### config.mk
export PLATFORM = sky130hd
export DESIGN_NAME = alu
export DESIGN_NICKNAME = d
export VERILOG_FILES = /design/src/rtl/alu_pkg.sv /design/src/rtl/alu_shifter.sv /design/src/rtl/alu.sv
export SDC_FILE = /design/constraint.sdc
export NUM_CORES = 1
export LEC_CHECK = 0
export CAP_MARGIN = 20
export CORE_MARGIN = 2
export CORE_UTILIZATION = 50
export CTS_BUF_LIST = sky130_fd_sc_hd__clkbuf_4
export CTS_CLUSTER_DIAMETER = 150
export DETAILED_ROUTE_END_ITERATION = 10
export PLACE_DENSITY = 0.85
export SLEW_MARGIN = 20
export SYNTH_ARGS = -nofsm -noshare
export SYNTH_HDL_FRONTEND = slang
export SYNTH_SLANG_ARGS = --single-unit
export TNS_END_PERCENT = 50
### constraint.sdc
create_clock -name clk -period 0.8 [get_ports clk]
set_clock_uncertainty 0.2 [all_clocks]
set_input_delay 0.08 -clock clk [delete_from_list [all_inputs] [get_ports clk]]
set_output_delay 0.08 -clock clk [all_outputs]
set_load 0.005 [all_outputs]
### src/rtl/alu_pkg.sv
// Shared constants for the JARVIS execute stage: datapath width and ALU opcodes.
// The decoder and branch unit import the same opcode names.
package alu_pkg;

  localparam int XLEN = 32;
  localparam int OP_W = 6;

  localparam logic [OP_W-1:0] OP_ADD  = 6'd0;
  localparam logic [OP_W-1:0] OP_SUB  = 6'd1;
  localparam logic [OP_W-1:0] OP_SLL  = 6'd2;
  localparam logic [OP_W-1:0] OP_SLT  = 6'd3;
  localparam logic [OP_W-1:0] OP_SLTU = 6'd4;
  localparam logic [OP_W-1:0] OP_XOR  = 6'd5;
  localparam logic [OP_W-1:0] OP_SRL  = 6'd6;
  localparam logic [OP_W-1:0] OP_SRA  = 6'd7;
  localparam logic [OP_W-1:0] OP_OR   = 6'd8;
  localparam logic [OP_W-1:0] OP_AND  = 6'd9;

endpackage

### src/rtl/alu_shifter.sv
// Combinational logarithmic barrel shifter for SLL/SRL/SRA.
// Left shifts reuse the right-shift stages by bit-reversing input and output.
module alu_shifter #(
  parameter int WIDTH = alu_pkg::XLEN,
  parameter int SHW   = $clog2(WIDTH)
) (
  input  logic [WIDTH-1:0] a,
  input  logic [SHW-1:0]   shamt,
  input  logic             shift_right,
  input  logic             arith,
  output logic [WIDTH-1:0] y
);

  logic [WIDTH-1:0] a_rev;
  logic [WIDTH-1:0] stage_in;
  logic [WIDTH-1:0] stage [0:SHW];
  logic [WIDTH-1:0] out_rev;
  logic             fill;

  genvar gi;
  generate
    for (gi = 0; gi < WIDTH; gi++) begin : g_rev
      assign a_rev[gi]   = a[WIDTH-1-gi];
      assign out_rev[gi] = stage[SHW][WIDTH-1-gi];
    end
  endgenerate

  // Sign fill only applies to arithmetic right shifts.
  assign fill     = shift_right & arith & a[WIDTH-1];
  assign stage_in = shift_right ? a : a_rev;
  assign stage[0] = stage_in;

  generate
    for (gi = 0; gi < SHW; gi++) begin : g_stage
      localparam int S = 1 << gi;
      assign stage[gi+1] = shamt[gi] ? {{S{fill}}, stage[gi][WIDTH-1:S]} : stage[gi];
    end
  endgenerate

  assign y = shift_right ? stage[SHW] : out_rev;

endmodule

### src/rtl/alu.sv
// RV32I-style integer ALU with a single registered result stage.
// One operation per cycle; result appears one clock after its operands.
module alu
  import alu_pkg::*;
#(
  parameter int WIDTH = XLEN
) (
  input  logic             clk,
  input  logic             rst_n,
  input  logic [WIDTH-1:0] a,
  input  logic [WIDTH-1:0] b,
  input  logic [OP_W-1:0]  alu_op,
  output logic [WIDTH-1:0] result
);

  localparam int SHW = $clog2(WIDTH);

  logic [WIDTH-1:0] result_d;
  logic [WIDTH-1:0] result_q;
  logic [WIDTH-1:0] sum;
  logic [WIDTH-1:0] diff;
  logic [WIDTH-1:0] shift_y;
  logic             lt_signed;
  logic             lt_unsigned;
  logic             shift_right;
  logic             shift_arith;

  assign sum         = a + b;
  assign diff        = a - b;
  assign lt_signed   = $signed(a) < $signed(b);
  assign lt_unsigned = a < b;
  assign shift_right = (alu_op == OP_SRL) || (alu_op == OP_SRA);
  assign shift_arith = (alu_op == OP_SRA);

  alu_shifter #(
    .WIDTH(WIDTH),
    .SHW  (SHW)
  ) u_shifter (
    .a          (a),
    .shamt      (b[SHW-1:0]),
    .shift_right(shift_right),
    .arith      (shift_arith),
    .y          (shift_y)
  );

  always_comb begin
    result_d = '0;
    case (alu_op)
      OP_ADD:  result_d = sum;
      OP_SUB:  result_d = diff;
      OP_SLL:  result_d = shift_y;
      OP_SLT:  result_d = {{(WIDTH-1){1'b0}}, lt_signed};
      OP_SLTU: result_d = {{(WIDTH-1){1'b0}}, lt_unsigned};
      OP_XOR:  result_d = a ^ b;
      OP_SRL:  result_d = shift_y;
      OP_SRA:  result_d = shift_y;
      OP_OR:   result_d = a | b;
      OP_AND:  result_d = a & b;
      default: result_d = '0;
    endcase
  end

  always_ff @(posedge clk or negedge rst_n) begin
    if (!rst_n) begin
      result_q <= '0;
    end else begin
      result_q <= result_d;
    end
  end

  assign result = result_q;

endmodule

==> results of run 1 <==
-- metrics by stage --
step           instance area (sq um)  utilization, %
3_3_place_gp                   11900            75.7
2_1_floorplan                   8230               -
3_5_place_dp                   11900            75.7
4_1_cts                        12900            82.3
-- layer usage --
metal | track usage (%) | overflow
met1 | 80.0 | 3
met2 | 92.1 | 41
met3 | 67.4 | 1
met4 | 83.6 | 50
met5 | 41.8 | 1
-- what timing repair did --
| action | in CTS |
|---|---|
| gates resized for setup | 316 |
| endpoints found under the hold margin | 32 |
| setup endpoints to repair | 64 |
| buffers inserted | 39 |
| pin swaps | 80 |
-- Yosys cell counts, types with 7 or more instances --
cell / instances / area, sq um
ha_1: 96 / 1200
a21oi_1: 91 / 455
inv_1: 87 / 327
nand2_1: 79 / 297
nor2_1: 75 / 282
o21ai_0: 66 / 330
clkbuf_1: 59 / 221
mux4_2: 45 / 1010
mux2i_1: 42 / 420
dfrtp_1: 32 / 801
a221oi_1: 20 / 175
o221ai_1: 18 / 158
o211ai_1: 17 / 128
o21bai_1: 17 / 128
nor3_1: 16 / 80.1
a211oi_1: 14 / 105
nand3_1: 14 / 70.1
o22ai_1: 14 / 87.6
a211o_1: 12 / 105
a21o_1: 12 / 90.1
and3_1: 12 / 75.1
nand2b_1: 11 / 68.8
a22oi_1: 10 / 75.1
a31oi_1: 10 / 62.6
o2111ai_1: 10 / 87.6
xnor2_1: 10 / 87.6
nor4_1: 8 / 50.1
a221o_1: 7 / 70.1
buf_1: 7 / 26.3
nand4_1: 7 / 43.8
nor2b_1: 7 / 43.8
o31ai_1: 7 / 52.6
-- cell families after synthesis --
| logic type | Yosys count |
|---|---|
| and+or+nand+nor | 253 |
| DFF | 32 |
| xor gates and xnor gates | 13 |
| AOI/OAI and AO/OA | 368 |
| muxes | 89 |
| adders and majority gates | 98 |
| buffers and inverters | 166 |
==> metrics.log, run 1 <==
INFO  metric seq_area_frac_synth = between 10% and 20%
INFO  metric asyncSetResetFlopFracSynth = 100%
INFO  metric worst_path_end_type = sequential cell input
INFO  metric place.detailed.instances = roughly 1600
INFO  metric grt_max_degree = 33
INFO  metric synth.mux.area_fraction = approximately 18%
INFO  metric post-place-ws = -3.25 ns
INFO  metric die-height = approximately 130 um
INFO  metric clock_tree.root_cell = clkbuf_4
INFO  metric flow.first_error = [ERROR GRT-0232] Routing congestion too high. Check the congestion heatmap in the GUI.
INFO  metric synth_top_family_by_area = compound AO/OA/AOI/OAI gates
INFO  metric synthesis.area_per_instance = approximately 8 sq um
INFO  metric haltStage = global routing (5_1_grt)
INFO  metric number_of_clock_buffers_inserted_by_tritoncts = 5
INFO  metric rows = 46
INFO  metric area_fraction_in_compound_gates_after_synthesis = about a third
INFO  metric outcome = did not finish
INFO  metric yosys.area_share.adder = 15.6%
INFO  metric yosys.area_share.simple = 14.9%
INFO  metric h-tree-depth = 2
INFO  metric synth_enable_flop_cells = 0
INFO  metric synth_flop_cell = dfrtp_1
INFO  metric place_hpwl = roughly 30000 um
INFO  metric crit_endpoint = result[30]$_DFF_PN0_/D
INFO  metric tritoncts_num_sinks = 32
INFO  metric finalWeightedCongestion = approximately 1.2
INFO  metric ys_seq_elements = 32
INFO  metric synthDistinctLibCells = 74
INFO  metric cts_max_path_buffers = 2
INFO  metric synth_cells = 1019
INFO  metric start_util = just over 50%
INFO  metric synthesis.nets = about 1200
INFO  metric die_w = 130 um
INFO  metric synth_area = ~0.008 sq mm
INFO  metric io_buffer_count = between 100 and 150
INFO  metric globalRoute.totalOverflow = 96
INFO  metric synthXorXnorAreaFrac = ~1.4%
INFO  metric global_route.usage.total = about four fifths
INFO  metric synth_warnings = 0
INFO  metric pin_count = around 100
==> inputs of run 2 (changes only) <==
- CORE_UTILIZATION: 50 -> 35
- CTS_BUF_LIST: sky130_fd_sc_hd__clkbuf_4 -> default
- CTS_CLUSTER_DIAMETER: 150 -> default
- PLACE_DENSITY: 0.85 -> default
- PLACE_DENSITY_LB_ADDON: default -> 0.15
==> metrics.log, run 2 <==
INFO  metric setup_viol = 64
INFO  metric yosysMostFrequentCell = ha_1 (unchanged)
INFO  metric synthXorXnorAreaFrac = 1.43% (unchanged)
INFO  metric worstPathBufferInverterCount = 1
INFO  metric outcome = finished with violations (was did not finish)
INFO  metric io_buffer_count = 103 (unchanged)
INFO  metric final-max-slew-violation-count = 0
INFO  metric synth_cells = 1019 (unchanged)
INFO  metric die-area = between 0.02 and 0.025 sq mm
INFO  metric netlist.area_leader.share = 15.1% (unchanged)
INFO  metric violations = negative setup slack
INFO  metric pin_count = 104 (unchanged)
INFO  metric timing_worst_setup_path_type = primary input to register
INFO  metric cp_common_cell = a221o_1
INFO  metric areaGrowthSynthToFinish = 79.8%
INFO  metric fin_nets = between 1500 and 2000
INFO  metric min_period_over_period = 421%
INFO  metric synthesis.nets = 1189 (unchanged)
INFO  metric synth_area = 0.00795 sq mm (unchanged)
INFO  metric yosys.area_share.adder = 15.6% (unchanged)
INFO  metric worst_hold_slack = about 0.067 ns
INFO  metric cp_data_required_time = approximately 0.8 ns
INFO  metric routed-via-count = between 10000 and 15000
INFO  metric post_synth_top_area_cell = ha_1 (unchanged)
INFO  metric grt_max_degree = 33
INFO  metric finalCriticalPeriod = 3.37 ns
INFO  metric finalWeightedCongestion = 0.991 (was 1.19)
INFO  metric timing.slew.headroom = around 42%
INFO  metric critical-path-slowest-cell = a221o_1
INFO  metric leakage = about 6.7 nW
INFO  metric die-height = 155 um (was 130 um)
INFO  metric vias_per_cell = roughly 6
INFO  metric mostFrequentLayoutCell = buf_4
INFO  metric critPathArrivalTime = around 3.4 ns
INFO  metric irDropWorstVdd = 0.731 mV
INFO  metric detailedRoute.firstIterationViolations = between 900 and 1000
INFO  metric seq_area_frac_synth = 10.1% (unchanged)
INFO  metric end_kind = register
INFO  metric synth_top_family_by_area = compound AO/OA/AOI/OAI gates (unchanged)
INFO  metric route.antenna.remaining_nets = 0
INFO  metric grt_setup_unrepaired = true
INFO  metric drt_first_pass_iters = 9
INFO  metric cp_slowest_stage_delay = around 0.43 ns
INFO  metric start_util = 35.4% (was 50.6%)
INFO  metric clock_tree.root_cell = clkbuf_16 (was clkbuf_4)
INFO  metric asyncSetResetFlopFracSynth = 100% (unchanged)
INFO  metric worstPathCellList = buf_8 -> ha_4 -> fa_2 -> a21o_1 -> a221o_1 -> a221o_1 -> a211o_1 -> a311oi_2 -> o21ai_2 -> o21a_1 -> a311o_1 -> a221oi_2 -> o21ai_1
INFO  metric coreArea = approximately 0.022 sq mm
INFO  metric yosys.area_share.simple = 14.9% (unchanged)
INFO  metric globalRoute.totalOverflow = 0
INFO  metric detailed_place.area = 0.0124 sq mm (was 0.0119 sq mm)
INFO  metric synthDistinctLibCells = 74 (unchanged)
INFO  metric synthesis.area_per_instance = 7.80 sq um (unchanged)
INFO  metric setup_ws = -2.57 ns
INFO  metric most-common-layout-cells = 403 x buf_4, 74 x nand2_1, 68 x ha_1
INFO  metric design_power_total = ~0.013 W
INFO  metric number_of_clock_buffers_inserted_by_tritoncts = 5 (unchanged)
INFO  metric global_route.usage.total = 32.5%
INFO  metric hp_class = primary input to asynchronous set/reset pin
INFO  metric tritoncts_num_sinks = 32 (unchanged)
INFO  metric cpLargestDelayFamily = compound AO/OA/AOI/OAI gates
INFO  metric post_synth_main_area_contributors = ha_1 15%, mux4_2 13%, dfrtp_1 10% (unchanged)
INFO  metric max_freq = approximately 0.30 GHz
INFO  metric cts_max_path_buffers = 2 (unchanged)
INFO  metric ys_seq_elements = 32 (unchanged)
INFO  metric die_w = 155 um (was 130 um)
INFO  metric post-place-ws = -3.36 ns (was -3.25 ns)
INFO  metric tritoncts = built
INFO  metric n_antenna_cell = 0
INFO  metric grt_pass1_vias = 10122
INFO  metric largest_register_ffs = 32
INFO  metric area_fraction_in_compound_gates_after_synthesis = 31.4% (unchanged)
INFO  metric synth.mux.area_fraction = 18.3% (unchanged)
INFO  metric synth_warnings = 0 (unchanged)
INFO  metric path_clk_slew = 0.06 ns
INFO  metric element_type_at_the_critical_path_start = primary input
INFO  metric synth_flop_cell = dfrtp_1 (unchanged)
INFO  metric grt_antenna_before_repair = 0
INFO  metric detail_route.drc_violations = 0
INFO  metric worstPathMaxFanout = 2
INFO  metric worst-slew-pin-transition = 0.858 ns
INFO  metric h-tree-depth = 2 (unchanged)
INFO  metric cap_violations = 0
INFO  metric rows = 55 (was 46)
INFO  metric synth_enable_flop_cells = 0 (unchanged)
INFO  metric layout-drive-gt1-share = ~52%
INFO  metric finalHoldViolCount = 0
INFO  metric final.setup.tns = -78.86 ns
INFO  metric post_detailed_routing_wire_length = 40200 um
INFO  metric place_hpwl = 31200 um (was 30100 um)
INFO  metric finish.instance_area = 0.0143 sq mm
INFO  metric first_pass_grt_wire_length = slightly below 60000 um
INFO  metric route.detailed.wl_per_inst = ~22 um
INFO  metric pwr_density_cell = around 900 mW/mm^2
INFO  metric post_synth_most_frequent_cells = 96 x ha_1, 91 x a21oi_1, 87 x inv_1, 79 x nand2_1, 75 x nor2_1 (unchanged)
==> run 2: kinds of logic after synthesis <==
logic type      Yosys count
simple gates            253
flops                    32
buf+inv                 166
compound gates          368
mux                      89
xor+xnor                 13
fa+ha+maj                98
==> run 2: repair_timing <==
action	in CTS	in global routing
setup endpoints to repair	64	64
gates cloned	1	0
gates resized for setup	308	220
hold endpoints to repair	32	0
pin swaps	61	85
setup buffers	33	38
hold buffers	1	0
==> run 2: layout make-up <==
class / count / area, sq um
fillers: 1956 / 8150
clock inverters: 1 / 5.00
clock buffers: 6 / 129
inverters: 91 / 384
flip-flops and latches: 32 / 801
well taps: 285 / 357
repair buffers: 568 / 4730
multi-input cells: 821 / 7880
==> run 2: worst paths after layout <==
check	from	endpoint	depth (start not counted)
max in group asynchronous	rst_n	result[21]$_DFF_PN0_	3
min in group clk	a[19]	result[19]$_DFF_PN0_	4
worst min-delay path	rst_n	result[27]$_DFF_PN0_	3
worst max-delay path	a[0]	result[30]$_DFF_PN0_	13
==> run 2: stage by stage <==
step / util (%) / std cells
floorplan: - / 1019
global placement: 55.1 / 1734
detailed placement: 55.1 / 1734
CTS: 60.0 / 1772
global route: 63.7 / 1804
finish: 63.7 / 1804
==> run 2: worst min-delay path: stages <==
cell           delay [ns]
dlygate4sd3_1        0.52
buf_2                0.12
buf_12               0.22
==> run 2: routing by layer <==
layer	vias to the layer above	GRT usage [%]	routed length [um]
met5	-	0	0
met2	486	53.5	18500
met3	114	4.40	2790
met4	0	16.5	2340
met1	5149	41.9	16500
li1	4848	-	-
==> run 2: where the power goes <==
part / internal (W) / total, W / switching [W] / leakage (nW)
clock: 0.00114 / 0.00199 / 0.000857 / 0.0667
combinational: 0.00456 / 0.00902 / 0.00447 / 6.17
sequential: 0.00176 / 0.00181 / 0.0000494 / 0.422
total: 0.00745 / 0.0128 / 0.00538 / 6.65
Note: power is estimated with default switching activity, not from simulation.
